--- src/rtl/ofdm_sync_ctrl_if.sv ---
// Signal bundle between the OFDM sync sequencer and its environment: config handshake,
// detector strobes, framer output taps and per-packet status.
interface ofdm_sync_ctrl_if;
  logic [7:0]  cfg_num_symbols;
  logic        cfg_valid;
  logic        cfg_ready;
  logic [7:0]  num_symbols;
  logic        num_symbols_valid;
  logic        det_stb;
  logic        lp_stb;
  logic        mon_tvalid;
  logic        mon_tready;
  logic        mon_tlast;
  logic        clear;
  logic        busy;
  logic        done_stb;
  logic        len_err_stb;
  logic        timeout_stb;
  logic [15:0] pkt_count;

  modport master (
    output cfg_num_symbols, cfg_valid, det_stb, lp_stb, mon_tvalid, mon_tready, mon_tlast,
    input  cfg_ready, num_symbols, num_symbols_valid, clear, busy, done_stb, len_err_stb,
           timeout_stb, pkt_count
  );

  modport slave (
    input  cfg_num_symbols, cfg_valid, det_stb, lp_stb, mon_tvalid, mon_tready, mon_tlast,
    output cfg_ready, num_symbols, num_symbols_valid, clear, busy, done_stb, len_err_stb,
           timeout_stb, pkt_count
  );
endinterface

--- src/rtl/ofdm_sync_ctrl.sv ---
// Per-packet sequencer for the OFDM receive synchroniser chain: config hand-off, detection
// tracking, framed symbol counting, timeouts, status strobes and a datapath clear pulse.
module ofdm_sync_ctrl #(
  parameter int unsigned SYMBOL_LEN     = 64,
  parameter int unsigned SEARCH_TIMEOUT = 1024,
  parameter int unsigned FRAME_TIMEOUT  = 4096,
  parameter int unsigned CLEAR_CYCLES   = 4
) (
  input logic             clk,
  input logic             reset,
  ofdm_sync_ctrl_if.slave bus
);

  // One timer serves both the search window and the frame idle watchdog.
  localparam int unsigned TMR_MAX = (SEARCH_TIMEOUT > FRAME_TIMEOUT) ?
                                    SEARCH_TIMEOUT - 1 : FRAME_TIMEOUT - 1;
  localparam int unsigned TW = $clog2(TMR_MAX) + 1;
  localparam int unsigned BW = $clog2(SYMBOL_LEN - 1) + 1;
  localparam int unsigned CW = $clog2(CLEAR_CYCLES - 1) + 1;

  localparam logic [TW-1:0] SEARCH_LAST = TW'(SEARCH_TIMEOUT - 1);
  localparam logic [TW-1:0] FRAME_LAST  = TW'(FRAME_TIMEOUT - 1);
  localparam logic [BW-1:0] BEAT_LAST   = BW'(SYMBOL_LEN - 1);
  localparam logic [CW-1:0] CLEAR_LAST  = CW'(CLEAR_CYCLES - 1);

  localparam logic [2:0] StIdle   = 3'd0;
  localparam logic [2:0] StArmed  = 3'd1;
  localparam logic [2:0] StSearch = 3'd2;
  localparam logic [2:0] StFrame  = 3'd3;
  localparam logic [2:0] StClear  = 3'd4;

  logic [2:0]    state_q, state_d;
  logic [7:0]    num_symbols_q, num_symbols_d;
  logic          nsv_q, nsv_d;
  logic [TW-1:0] timer_q, timer_d;
  logic [BW-1:0] beat_q, beat_d;
  logic [8:0]    sym_q, sym_d;
  logic [CW-1:0] clr_q, clr_d;
  logic          done_q, done_d;
  logic          len_err_q, len_err_d;
  logic          timeout_q, timeout_d;
  logic [15:0]   pkt_q, pkt_d;

  logic       cfg_ready;
  logic       beat;
  logic       wrap;
  logic [8:0] exp_syms;
  logic [8:0] final_syms;

  assign cfg_ready  = (state_q == StIdle) & ~reset;
  assign beat       = bus.mon_tvalid & bus.mon_tready;
  assign wrap       = (beat_q == BEAT_LAST);
  // A configured count of zero stands for 256 symbols.
  assign exp_syms   = {num_symbols_q == 8'd0, num_symbols_q};
  assign final_syms = sym_q + {8'd0, wrap};

  always_comb begin
    state_d       = state_q;
    num_symbols_d = num_symbols_q;
    nsv_d         = nsv_q;
    timer_d       = timer_q;
    beat_d        = beat_q;
    sym_d         = sym_q;
    clr_d         = clr_q;
    pkt_d         = pkt_q;
    done_d        = 1'b0;
    len_err_d     = 1'b0;
    timeout_d     = 1'b0;

    unique case (state_q)
      StIdle: begin
        if (bus.cfg_valid && cfg_ready) begin
          num_symbols_d = bus.cfg_num_symbols;
          nsv_d         = 1'b1;
          state_d       = StArmed;
        end
      end
      StArmed: begin
        if (bus.det_stb) begin
          timer_d = '0;
          state_d = StSearch;
        end
      end
      StSearch: begin
        // Alignment on the last cycle of the window still counts.
        if (bus.lp_stb) begin
          timer_d = '0;
          beat_d  = '0;
          sym_d   = '0;
          state_d = StFrame;
        end else if (timer_q == SEARCH_LAST) begin
          timeout_d = 1'b1;
          state_d   = StClear;
        end else begin
          timer_d = timer_q + 1'b1;
        end
      end
      StFrame: begin
        if (beat) begin
          timer_d = '0;
          if (bus.mon_tlast) begin
            if (wrap && (final_syms == exp_syms)) begin
              done_d = 1'b1;
              pkt_d  = pkt_q + 16'd1;
            end else begin
              len_err_d = 1'b1;
            end
            state_d = StClear;
          end else begin
            beat_d = wrap ? '0 : beat_q + 1'b1;
            sym_d  = final_syms;
          end
        end else if (timer_q == FRAME_LAST) begin
          timeout_d = 1'b1;
          state_d   = StClear;
        end else begin
          timer_d = timer_q + 1'b1;
        end
      end
      StClear: begin
        if (clr_q == CLEAR_LAST) begin
          state_d = StIdle;
        end else begin
          clr_d = clr_q + 1'b1;
        end
      end
      default: state_d = StIdle;
    endcase

    // Entry into CLEAR: restart the pulse counter and withdraw the config.
    if ((state_q != StClear) && (state_d == StClear)) begin
      clr_d = '0;
      nsv_d = 1'b0;
    end
  end

  always_ff @(posedge clk) begin
    if (reset) begin
      state_q       <= StIdle;
      num_symbols_q <= '0;
      nsv_q         <= 1'b0;
      timer_q       <= '0;
      beat_q        <= '0;
      sym_q         <= '0;
      clr_q         <= '0;
      done_q        <= 1'b0;
      len_err_q     <= 1'b0;
      timeout_q     <= 1'b0;
      pkt_q         <= '0;
    end else begin
      state_q       <= state_d;
      num_symbols_q <= num_symbols_d;
      nsv_q         <= nsv_d;
      timer_q       <= timer_d;
      beat_q        <= beat_d;
      sym_q         <= sym_d;
      clr_q         <= clr_d;
      done_q        <= done_d;
      len_err_q     <= len_err_d;
      timeout_q     <= timeout_d;
      pkt_q         <= pkt_d;
    end
  end

  assign bus.cfg_ready         = cfg_ready;
  assign bus.num_symbols       = num_symbols_q;
  assign bus.num_symbols_valid = nsv_q;
  assign bus.clear             = (state_q == StClear);
  assign bus.busy              = (state_q != StIdle);
  assign bus.done_stb          = done_q;
  assign bus.len_err_stb       = len_err_q;
  assign bus.timeout_stb       = timeout_q;
  assign bus.pkt_count         = pkt_q;

endmodule
--- src/flat_wrapper.sv ---
// flat-port wrapper written by rule: the top's interface ports become plain ports
module ofdm_sync_ctrl_flat 
#(
  parameter int unsigned SYMBOL_LEN     = 64,
  parameter int unsigned SEARCH_TIMEOUT = 1024,
  parameter int unsigned FRAME_TIMEOUT  = 4096,
  parameter int unsigned CLEAR_CYCLES   = 4
)
  (clk, reset, bus_cfg_num_symbols, bus_cfg_valid, bus_det_stb, bus_lp_stb, bus_mon_tvalid, bus_mon_tready, bus_mon_tlast, bus_cfg_ready, bus_num_symbols, bus_num_symbols_valid, bus_clear, bus_busy, bus_done_stb, bus_len_err_stb, bus_timeout_stb, bus_pkt_count);
  ofdm_sync_ctrl_if bus_i ();
  input logic clk;
  input logic reset;
  input wire logic [$bits(bus_i.cfg_num_symbols)-1:0] bus_cfg_num_symbols;
  input wire logic [$bits(bus_i.cfg_valid)-1:0] bus_cfg_valid;
  input wire logic [$bits(bus_i.det_stb)-1:0] bus_det_stb;
  input wire logic [$bits(bus_i.lp_stb)-1:0] bus_lp_stb;
  input wire logic [$bits(bus_i.mon_tvalid)-1:0] bus_mon_tvalid;
  input wire logic [$bits(bus_i.mon_tready)-1:0] bus_mon_tready;
  input wire logic [$bits(bus_i.mon_tlast)-1:0] bus_mon_tlast;
  output wire logic [$bits(bus_i.cfg_ready)-1:0] bus_cfg_ready;
  output wire logic [$bits(bus_i.num_symbols)-1:0] bus_num_symbols;
  output wire logic [$bits(bus_i.num_symbols_valid)-1:0] bus_num_symbols_valid;
  output wire logic [$bits(bus_i.clear)-1:0] bus_clear;
  output wire logic [$bits(bus_i.busy)-1:0] bus_busy;
  output wire logic [$bits(bus_i.done_stb)-1:0] bus_done_stb;
  output wire logic [$bits(bus_i.len_err_stb)-1:0] bus_len_err_stb;
  output wire logic [$bits(bus_i.timeout_stb)-1:0] bus_timeout_stb;
  output wire logic [$bits(bus_i.pkt_count)-1:0] bus_pkt_count;
  assign bus_i.cfg_num_symbols = bus_cfg_num_symbols;
  assign bus_i.cfg_valid = bus_cfg_valid;
  assign bus_i.det_stb = bus_det_stb;
  assign bus_i.lp_stb = bus_lp_stb;
  assign bus_i.mon_tvalid = bus_mon_tvalid;
  assign bus_i.mon_tready = bus_mon_tready;
  assign bus_i.mon_tlast = bus_mon_tlast;
  assign bus_cfg_ready = bus_i.cfg_ready;
  assign bus_num_symbols = bus_i.num_symbols;
  assign bus_num_symbols_valid = bus_i.num_symbols_valid;
  assign bus_clear = bus_i.clear;
  assign bus_busy = bus_i.busy;
  assign bus_done_stb = bus_i.done_stb;
  assign bus_len_err_stb = bus_i.len_err_stb;
  assign bus_timeout_stb = bus_i.timeout_stb;
  assign bus_pkt_count = bus_i.pkt_count;
  ofdm_sync_ctrl #(.SYMBOL_LEN(SYMBOL_LEN), .SEARCH_TIMEOUT(SEARCH_TIMEOUT), .FRAME_TIMEOUT(FRAME_TIMEOUT), .CLEAR_CYCLES(CLEAR_CYCLES)) u_core (.clk(clk), .reset(reset), .bus(bus_i));
endmodule
--- config.mk ---
export PLATFORM = sky130hd
export DESIGN_NAME = ofdm_sync_ctrl_flat
export DESIGN_NICKNAME = d
export VERILOG_FILES = /design/src/rtl/ofdm_sync_ctrl_if.sv /design/src/rtl/ofdm_sync_ctrl.sv /design/src/flat_wrapper.sv
export SDC_FILE = /design/constraint.sdc
export NUM_CORES = 1
export LEC_CHECK = 0
export BUFFER_PORTS_ARGS = -buffer_cell sky130_fd_sc_hd__clkbuf_2
export CORE_ASPECT_RATIO = 0.6
export CORE_MARGIN = 4
export CORE_UTILIZATION = 45
export CTS_BUF_LIST = sky130_fd_sc_hd__clkbuf_8
export DETAILED_ROUTE_END_ITERATION = 12
export HOLD_SLACK_MARGIN = 0.03
export PLACE_DENSITY = 0.65
export SLEW_MARGIN = 20
export SYNTH_ARGS = -nofsm -noshare
export SYNTH_HDL_FRONTEND = slang
export SYNTH_SLANG_ARGS = --single-unit
export TNS_END_PERCENT = 30
--- constraint.sdc ---
create_clock -name clk -period 4.3 [get_ports clk]
set_input_delay 0.86 -clock clk [delete_from_list [all_inputs] [get_ports clk]]
set_output_delay 0.86 -clock clk [all_outputs]
set_load 0.02 [all_outputs]
==> flow_summary.yaml, run 1 <==
outcome:
  run_status: "completed"
sta:
  timing.final.max_slew_violations: 0
  setup-violations-final: 0
  timing.final.crit_share: 0.9010
  hold_viol_final: 0
  maxClockFrequency_mhz: 258.1
  setup_repair_after_global_routing_missed_its_margin: "false"
  max_slew.worst_pin.slew_ps: 819.7
  holdWs_ps: 451.3
  skew_ps: 6.875
  setup-tns-final_ps: 0
  worst_slew_margin_rel: 0.4535
  finalCriticalPeriod_ps: 3874
power:
  vdd_ir_drop_max_v: 0.0002228
  power.density_nw_per_um2: 357.3
  finalPower_mw: 1.384
  p_leak_nw: 1.440
global_routing:
  grt_pass1_wl_um: 14080
  gr-usage-all-layers: 0.2009
  first_global_vias: 2792
  pin_count_of_the_biggest_net_entering_global_routing: 48
  grt_antenna_before_repair: 0
  grt_util_met2: 0.2669
  grt_use_met1: 0.3023
  grt.overflow.total: 0
  globalRouteMet3Util: 0.06607
  grt_max_usage_layer: "met1"
detailed_routing:
  via_count_of_the_routed_design: 3249
  route.detailed.vias_per_inst: 5.750
  antenna_violating_nets_post_route: 0
  drt_iter0_drc: 377
  drt_wl_total_um: 8684
  drc: 0
  first_pass_iters: 5
  avgRoutedWirePerCell_um: 15.37
layout:
  num_antenna_cells: 0
  drive_gt1_frac: 0.1692
  layout.nets: 479
  final_common_cell: "sky130_fd_sc_hd__dfxtp_1"
  finish.cell_count_without_fillers: 565
  post-route-util: 0.5331
  areaGrowthSynthToFinish_pct: 14.62
  num-fill-cells: 733
  layout.cells.most_common_list: "sky130_fd_sc_hd__dfxtp_1, sky130_fd_sc_hd__nand2_1, sky130_fd_sc_hd__clkbuf_2"
floorplanning:
  initial_utilization: 0.4650
  floorplan.die.width_um: 119.9
  die_area_um2: 9006
  num_rows: 24
  io_pins: 47
  die-height_um: 75.13
  coreArea_um2: 7267
cts:
  cts_buffers: 9
  post_cts_hold_buffer_count: 0
  cts_resized: 0
  number_of_buffers_inserted_by_post_cts_setup_repair: 0
  htree_num_levels: 3
  tritoncts: "yes"
  ctsLongestPathBuffers: 2
  cts_root_buf: "sky130_fd_sc_hd__clkbuf_8"
  clk-insertion-delay-late_ps: 350
  cts.reportedPaths.clkPinSlew_ps: 70
  tritoncts_num_sinks: 63
placed_design:
  placedCellCount: 549
  hpwlAfterDp_um: 6249
  gp_routability_congestion: 0.8882
  port-buffer-count: 46
worst_setup_path:
  critical-path-top-cell-by-count: "sky130_fd_sc_hd__ha_1"
  endpoint_type_of_the_worst_setup_path: "flop"
  worst_path_max_delay_cell: "sky130_fd_sc_hd__or4_1"
  criticalPathCategory: "flop to flop"
  critical_path.max_fanout: 22
  timing.critical_path.cells: "ha_1 -> nand3_1 -> nor3_1 -> ha_1 -> ha_1 -> nand3_2 -> or3_4 -> a22oi_4 -> nand4_2 -> or4_1 -> a21oi_1"
  critical-path-top-delay-family: "simple AND/OR/NAND/NOR gates"
  start_kind: "flop"
  critPathBufInv: 0
  worst-endpoint-required_ps: 4580
  timing.critical_path.arrival_ps: 4150
  cp_slowest_stage_delay_ps: 660
worst_hold_path:
  hold_class: "flop to flop"
logic_synthesis:
  ys_async_sr_fraction: 0
  synth_warnings: 0
  synth_area_um2: 3379
  count_of_flip_flops_with_a_built_in_enable_after_synthesis: 0
  syn-instance-count: 415
  syn-num-nets: 438
  ys_seq_elements: 63
  synth_sequential_area_ratio: 0.3732
  main_synth_ff_type: "sky130_fd_sc_hd__dfxtp_1"
  syn_avg_cell_area_um2: 8.143
  synth_cell_types: 55
run:
  drv_cap: 0
state kept, by name, summed over array words and instances, names as in the netlist:
| signal | flops |
|---|---|
| u_core.bus.pkt_count | 16 |
| u_core.clr_q | 3 |
| u_core.timer_q | 13 |
| u_core.beat_q | 7 |
| u_core.sym_q | 9 |
| u_core.bus.timeout_stb | 1 |
| u_core.state_q | 3 |
| u_core.bus.done_stb | 1 |
| u_core.bus.len_err_stb | 1 |
| u_core.bus.num_symbols | 8 |
| u_core.bus.num_symbols_valid | 1 |
worst paths after layout:
path,start,to,slack (ps),cells past startpoint
max reg2reg,u_core.beat_q[0]$_SDFFE_PP0P_,u_core.bus.pkt_count[8]$_SDFFE_PP0P_,430,11
min,u_core.beat_q[6]$_SDFFE_PP0P_,u_core.beat_q[6]$_SDFFE_PP0P_,450,2
max,u_core.beat_q[0]$_SDFFE_PP0P_,u_core.bus.pkt_count[8]$_SDFFE_PP0P_,430,11
min reg2reg,u_core.beat_q[6]$_SDFFE_PP0P_,u_core.beat_q[6]$_SDFFE_PP0P_,450,2
cell type report:
cell class	instances	area [um^2]	share of cell area
Multi-Input combinational cell	326	2002	0.5168
Clock buffer	9	123.9	0.03198
Tap cell	104	130.1	0.03359
Clock inverter	7	81.33	0.02099
Timing Repair Buffer	48	245.2	0.06331
Inverter	8	30.03	0.007752
Sequential cell	63	1261	0.3256
where the power goes:
part	internal [mW]	total, mW	switching (mW)
sequential	0.603	0.635	0.0323
combinational	0.0737	0.202	0.129
clock	0.318	0.546	0.228
total	0.995	1.38	0.389
per-stage QoR:
| stage | worst slack, ps | area, um^2 |
|---|---|---|
| finish | 425.7 | 3874 |
| global route | 127.0 | 3874 |
| floorplan | 1178 | 3379 |
| detailed placement | 516.1 | 3669 |
| global placement | 701.5 | 3665 |
| CTS | 492.1 | 3874 |
per-layer routing:
metal / wire length, um / vias to the layer above
met1: 4426 / 1515
met3: 681 / 17
met5: 0 / -
met4: 133 / 0
li1: - / 1594
met2: 3442 / 123
logic make-up (layout without fill, tap and decap cells):
family,count (synthesis),in the layout,share of synthesized area
xor+xnor,23,23,0.06442
compound gates,84,84,0.1551
simple gates,208,208,0.3328
buf+inv,26,72,0.03554
mux,4,4,0.01296
fa+ha+maj,7,7,0.02592
flops,63,63,0.3732
tightest hold or removal path: stages (launching register included):
cell and delay (ps):
sky130_fd_sc_hd__dfxtp_1 310, sky130_fd_sc_hd__nand2b_1 60, sky130_fd_sc_hd__a21oi_1 40
synth_stat cells, types with 3 or more instances:
cell                       number  area (um^2)
sky130_fd_sc_hd__nor3b_1        3        22.52
sky130_fd_sc_hd__mux2_2         3        33.78
sky130_fd_sc_hd__nor3_1        12        60.06
sky130_fd_sc_hd__o31ai_1       10        75.07
sky130_fd_sc_hd__o211ai_1       3        22.52
sky130_fd_sc_hd__inv_1          8        30.03
sky130_fd_sc_hd__o21ai_0       20        100.1
sky130_fd_sc_hd__a21oi_1       34        170.2
sky130_fd_sc_hd__and4_1         5        43.79
sky130_fd_sc_hd__clkbuf_1      11        41.29
sky130_fd_sc_hd__nand3_1       17        85.08
sky130_fd_sc_hd__or4_1         12        90.09
sky130_fd_sc_hd__nand2_1       50        187.7
sky130_fd_sc_hd__a31o_2         3        26.28
sky130_fd_sc_hd__nand2b_1       4        25.02
sky130_fd_sc_hd__xnor2_1       15        131.4
sky130_fd_sc_hd__and2_1         3        18.77
sky130_fd_sc_hd__buf_2          3        15.01
sky130_fd_sc_hd__buf_4          3        22.52
sky130_fd_sc_hd__nor2b_1        5        31.28
sky130_fd_sc_hd__or3_1          6        37.54
sky130_fd_sc_hd__xor2_1         7        61.31
sky130_fd_sc_hd__nand3b_1       8        60.06
sky130_fd_sc_hd__nand4_1       12        75.07
sky130_fd_sc_hd__and3_1         9        56.30
sky130_fd_sc_hd__nor2_1        41        153.9
sky130_fd_sc_hd__ha_1           7        87.58
sky130_fd_sc_hd__nor4_1         7        43.79
sky130_fd_sc_hd__dfxtp_1       63         1261
No activity file was read; power rests on OpenSTA's default activity.
==> inputs of run 2 (changes only) <==
--- a/config.mk
+++ b/config.mk
@@ -12,7 +12,7 @@
 export CTS_BUF_LIST = sky130_fd_sc_hd__clkbuf_8
 export DETAILED_ROUTE_END_ITERATION = 12
 export HOLD_SLACK_MARGIN = 0.03
-export PLACE_DENSITY = 0.65
+export PLACE_DENSITY = 0.68
 export SLEW_MARGIN = 20
 export SYNTH_ARGS = -nofsm -noshare
 export SYNTH_HDL_FRONTEND = slang
==> constraint.sdc (replaced) <==
create_clock -name clk -period 3.4 [get_ports clk]
set_input_delay 0.68 -clock clk [delete_from_list [all_inputs] [get_ports clk]]
set_output_delay 0.68 -clock clk [all_outputs]
set_load 0.02 [all_outputs]
==> run 2 against run 1 <==
Against the previous run:
- sequential share of layout area is 0.46 points lower
- first-iteration DRC count is 13% lower
- cell area is 1.4% higher
- clock skew is 1.6 ps higher
- worst hold slack better by 16 ps
- non-clock buffer count is 5 higher
- global-route usage is 0.12 points lower
- critical path depth is 1 higher
- utilization is 0.76 points higher
- cell count is 0.88% higher
- via count is 1.0% lower
- combinational power is 28% higher
==> flow_summary.yaml, run 2 (synthesis gave the netlist of run 1 again) <==
power:
  p_leak_nw: 1.459
  power.density_nw_per_um2: 445.8
  finalPower_mw: 1.752
  vdd_ir_drop_max_v: 0.0002442
worst_setup_path:
  worst-endpoint-required_ps: 3680
  criticalPathCategory: "flop to flop"
  timing.critical_path.arrival_ps: 3450
  critical-path-top-cell-by-count: "sky130_fd_sc_hd__ha_1"
  endpoint_type_of_the_worst_setup_path: "flop"
  cp_slowest_stage_delay_ps: 510
  critical_path.max_fanout: 22
  start_kind: "flop"
  worst_path_max_delay_cell: "sky130_fd_sc_hd__or4_1"
  timing.critical_path.cells: "ha_1 -> nand3_1 -> nor3_2 -> ha_1 -> ha_4 -> nand3_2 -> or3_4 -> a22oi_4 -> nand4_2 -> buf_4 -> or4_1 -> a21oi_1"
sta:
  hold_viol_final: 0
  timing.final.crit_share: 0.9324
  skew_ps: 8.519
  setup_repair_after_global_routing_missed_its_margin: "false"
  worst_slew_margin_rel: 0.5848
  setup-violations-final: 0
  maxClockFrequency_mhz: 315.4
  max_slew.worst_pin.slew_ps: 621.5
  finalCriticalPeriod_ps: 3170
  timing.final.max_slew_violations: 0
detailed_routing:
  via_count_of_the_routed_design: 3215
  drt_iter0_drc: 329
  antenna_violating_nets_post_route: 0
  drt_wl_total_um: 8749
  drc: 0
  first_pass_iters: 5
  avgRoutedWirePerCell_um: 15.35
  route.detailed.vias_per_inst: 5.640
placed_design:
  port-buffer-count: 46
  dpl-instance-area_um2: 3695
  hpwlAfterDp_um: 6402
  gp_routability_congestion: 0.9252
worst_hold_path:
  hold_class: "flop to flop"
cts:
  tritoncts_num_sinks: 63
  tritoncts: "yes"
  cts.reportedPaths.clkPinSlew_ps: 70
  clk-insertion-delay-late_ps: 350
  cts_buffers: 9
  cts_root_buf: "sky130_fd_sc_hd__clkbuf_8"
  post_cts_hold_buffer_count: 0
  ctsLongestPathBuffers: 2
  htree_num_levels: 3
floorplanning:
  floorplan.die.width_um: 119.9
  initial_utilization: 0.4650
  num_rows: 24
  coreArea_um2: 7267
  die-height_um: 75.13
  die_area_um2: 9006
  io_pins: 47
run:
  drv_cap: 0
global_routing:
  grt_pass1_wl_um: 14020
  pin_count_of_the_biggest_net_entering_global_routing: 48
  gr-usage-all-layers: 0.1997
  first_global_vias: 2821
  grt.overflow.total: 0
  grt_antenna_before_repair: 0
layout:
  layout.nets: 484
  final_common_cell: "sky130_fd_sc_hd__dfxtp_1"
  num_antenna_cells: 0
  final_design_area_no_fill_um2: 3929
  layout.cells.most_common_list: "sky130_fd_sc_hd__dfxtp_1, sky130_fd_sc_hd__nand2_1, sky130_fd_sc_hd__clkbuf_2"
  drive_gt1_frac: 0.1845
  largest_reg_flops: 16
  areaGrowthSynthToFinish_pct: 16.25
outcome:
  run_status: "completed"
==> run 2: cell count changes in the layout (fill, tap and decap cells not counted), sizes merged <==
cell    change
clkbuf      +3
bufinv      -1
buf         +5
inv         -2
==> run 2: cell type report <==
cell class	count	area, um^2
fillers	695	3338
flip-flops and latches	63	1261
inverters	8	30.03
well taps	104	130.1
clock inverters	4	43.79
repair buffers	53	282.8
multi-input cells	326	2016
clock buffers	12	165.2
==> run 2: where the power goes <==
group,internal (mW),switching [mW],total (mW)
combinational,0.0935,0.165,0.258
sequential,0.762,0.0423,0.805
clock,0.393,0.295,0.688
==> run 2: path summary, 6_finish.rpt <==
check,from,endpoint,slack [ps],cells after the start
worst max-delay path,u_core.beat_q[0]$_SDFFE_PP0P_,u_core.bus.pkt_count[6]$_SDFFE_PP0P_,230,12
worst max register to register,u_core.beat_q[0]$_SDFFE_PP0P_,u_core.bus.pkt_count[6]$_SDFFE_PP0P_,230,12
worst min register to register,u_core.beat_q[6]$_SDFFE_PP0P_,u_core.beat_q[6]$_SDFFE_PP0P_,470,2
worst min-delay path,u_core.beat_q[6]$_SDFFE_PP0P_,u_core.beat_q[6]$_SDFFE_PP0P_,470,2
==> run 2: what timing repair did <==
| item | CTS | global route |
|---|---|---|
| resized for setup | 1 | 2 |
| setup endpoints to repair | 2 | 11 |
| endpoints found under the hold margin | 0 | 0 |
| buffers inserted | 0 | 1 |
| pin swaps | 0 | 1 |
==> run 2: per-layer routing <==
metal  track usage  wire (um)
met1        0.2955       4547
met2        0.2738       3556
met3       0.07583        588
met4       0.04188         57
met5             0          0
==> run 2: per-stage QoR <==
| step | utilization | hold WS, ps | std cells | TNS, ps | setup slack, ps |
|---|---|---|---|---|---|
| floorplan | - | 427.7 | 415 | 0 | 278.0 |
| global placement | 0.5084 | 448.6 | 553 | 0 | 228.5 |
| detailed placement | 0.5084 | 444.5 | 553 | -0.9273 | -0.9273 |
| CTS | 0.5379 | 466.4 | 569 | 0 | 61.40 |
| global route | 0.5406 | 494.9 | 570 | 0 | 11.63 |
| finish | 0.5406 | 467.7 | 570 | 0 | 229.8 |
==> run 2: critical path: cells and delay by family, from the launching register on <==
kind                     cells  cell delay, ps
AND/OR/NAND/NOR              6            1510
adder cells (fa/ha/maj)      3             610
flip-flops                   1             370
buffers and inverters        1             210
AO/OA/AOI/OAI                2             390
==> inputs of run 3 (changes only) <==
--- a/config.mk
+++ b/config.mk
@@ -6,7 +6,6 @@
 export NUM_CORES = 1
 export LEC_CHECK = 0
 export BUFFER_PORTS_ARGS = -buffer_cell sky130_fd_sc_hd__clkbuf_2
-export CORE_ASPECT_RATIO = 0.6
 export CORE_MARGIN = 4
 export CORE_UTILIZATION = 45
 export CTS_BUF_LIST = sky130_fd_sc_hd__clkbuf_8
==> run 3 against run 2 <==
Against the previous run:
- combinational power down 2%
- sequential power about the same
- critical path depth unchanged
- cell count down 1.4%
- fmax up 1.3%
- register-to-register slack better by 40 ps
- clock power down 22%
- worst hold slack better by 0.54 ps
- sequential share of layout area up 0.53 points
- worst setup slack better by 42 ps
- total power down 9.0%
- critical path type unchanged
- largest cell class unchanged
==> flow_summary.yaml, run 3 (synthesis gave the netlist of run 1 again) <==
cts:
  post_cts_hold_buffer_count: 0
  cts.reportedPaths.clkPinSlew_ps: 60
  htree_num_levels: 3
  tritoncts_num_sinks: 63
  clk-insertion-delay-late_ps: 340
  cts_root_buf: "sky130_fd_sc_hd__clkbuf_8"
  cts_buffers: 9
  ctsLongestPathBuffers: 2
  tritoncts: "yes"
worst_setup_path:
  criticalPathCategory: "flop to flop"
  endpoint_type_of_the_worst_setup_path: "flop"
  timing.critical_path.arrival_ps: 3400
  r2r_cells: 12
  start_kind: "flop"
  critical_path.max_fanout: 22
  worst-endpoint-required_ps: 3670
detailed_routing:
  avgRoutedWirePerCell_um: 14.57
  first_pass_iters: 5
  drt_iter0_drc: 192
  route.detailed.vias_per_inst: 5.649
  antenna_violating_nets_post_route: 0
  via_count_of_the_routed_design: 3175
  drc: 0
  drt_wl_total_um: 8188
floorplanning:
  initial_utilization: 0.4635
  io_pins: 47
  num_rows: 31
  coreArea_um2: 7292
  floorplan.die.width_um: 94.66
  die-height_um: 94.66
  die_area_um2: 8961
power:
  p_leak_nw: 1.430
  finalPower_mw: 1.594
  power.density_nw_per_um2: 412.4
  vdd_ir_drop_max_v: 0.0002167
sta:
  setup-tns-final_ps: 0
  finalCriticalPeriod_ps: 3128
  finalWorstSetupSlack_ps: 271.9
  skew_ps: 12.58
  setup_repair_after_global_routing_missed_its_margin: "false"
  holdWs_ps: 468.3
  timing.final.max_slew_violations: 0
  max_slew.worst_pin.slew_ps: 599.1
  maxClockFrequency_mhz: 319.7
  hold_viol_final: 0
  worst_slew_margin_rel: 0.5988
  timing.final.crit_share: 0.9200
  setup-violations-final: 0
layout:
  post-route-util: 0.5300
  areaGrowthSynthToFinish_pct: 14.37
  largest_reg_flops: 16
  layout.nets: 484
  layout.cells.most_common_list: "sky130_fd_sc_hd__dfxtp_1, sky130_fd_sc_hd__nand2_1, sky130_fd_sc_hd__clkbuf_2"
  drive_gt1_frac: 0.1793
  final_design_area_no_fill_um2: 3865
  final_common_cell: "sky130_fd_sc_hd__dfxtp_1"
  finish.cell_count_without_fillers: 562
  num_antenna_cells: 0
placed_design:
  dp_worst_setup_slack_ps: 69.38
  dpl-instance-area_um2: 3689
  hpwlAfterDp_um: 5884
  gp_routability_congestion: 0.8869
  placedCellCount: 548
  port-buffer-count: 46
worst_hold_path:
  hold-path-cell-count: 2
  hold_class: "flop to flop"
global_routing:
  pin_count_of_the_biggest_net_entering_global_routing: 48
  grt_pass1_wl_um: 13650
  grt.overflow.total: 0
  grt_antenna_before_repair: 0
  gr-usage-all-layers: 0.1937
  globalRouteMet3Util: 0.03825
  first_global_vias: 2869
  grt_use_met1: 0.2572
  grt_util_met2: 0.3018
  grt_max_usage_layer: "met2"
outcome:
  run_status: "completed"
run:
  drv_cap: 0
## run 3: worst max-delay path, cell delays in order (launching register included)
cell and delay [ps]:
sky130_fd_sc_hd__dfxtp_1 360, sky130_fd_sc_hd__ha_1 180, sky130_fd_sc_hd__nand3_1 140, sky130_fd_sc_hd__nor3_2 200, sky130_fd_sc_hd__ha_1 250, sky130_fd_sc_hd__ha_4 190
sky130_fd_sc_hd__nand3_2 130, sky130_fd_sc_hd__or3_4 430, sky130_fd_sc_hd__a22oi_4 210, sky130_fd_sc_hd__nand4_2 110, sky130_fd_sc_hd__buf_4 210, sky130_fd_sc_hd__or4_1 510
sky130_fd_sc_hd__a21oi_1 150
## run 3: power breakdown
part           switching [mW]  internal (mW)
Sequential             0.0395          0.763
Clock                   0.273          0.267
Combinational           0.159         0.0934
Total                   0.471           1.12
## run 3: worst paths after layout
| path | from | endpoint | slack [ps] |
|---|---|---|---|
| hold / removal | u_core.sym_q[0]$_SDFFE_PP0P_ | u_core.sym_q[0]$_SDFFE_PP0P_ | 470 |
| setup / recovery | u_core.beat_q[0]$_SDFFE_PP0P_ | u_core.bus.pkt_count[6]$_SDFFE_PP0P_ | 270 |
| hold reg to reg | u_core.sym_q[0]$_SDFFE_PP0P_ | u_core.sym_q[0]$_SDFFE_PP0P_ | 470 |
| setup reg to reg | u_core.beat_q[0]$_SDFFE_PP0P_ | u_core.bus.pkt_count[6]$_SDFFE_PP0P_ | 270 |
## run 3: routing by layer
| metal | vias up | wire (um) |
|---|---|---|
| met1 | 1499 | 3879 |
| met4 | 0 | 176 |
| met3 | 14 | 282 |
| met2 | 53 | 3849 |
| met5 | - | 0 |
| li1 | 1609 | - |
## run 3: timing repair
| item | CTS | global route |
|---|---|---|
| resized for setup | 0 | 3 |
| buffers inserted | 0 | 1 |
| endpoints found under the setup margin | 0 | 13 |
## run 3: cell type report
class | count | area, um^2
flip-flops and latches | 63 | 1261
repair buffers | 53 | 282.8
fillers | 756 | 3427
multi-input cells | 326 | 2016
well taps | 99 | 123.9
inverters | 8 | 30.03
clock buffers | 10 | 137.6
clock inverters | 3 | 13.76
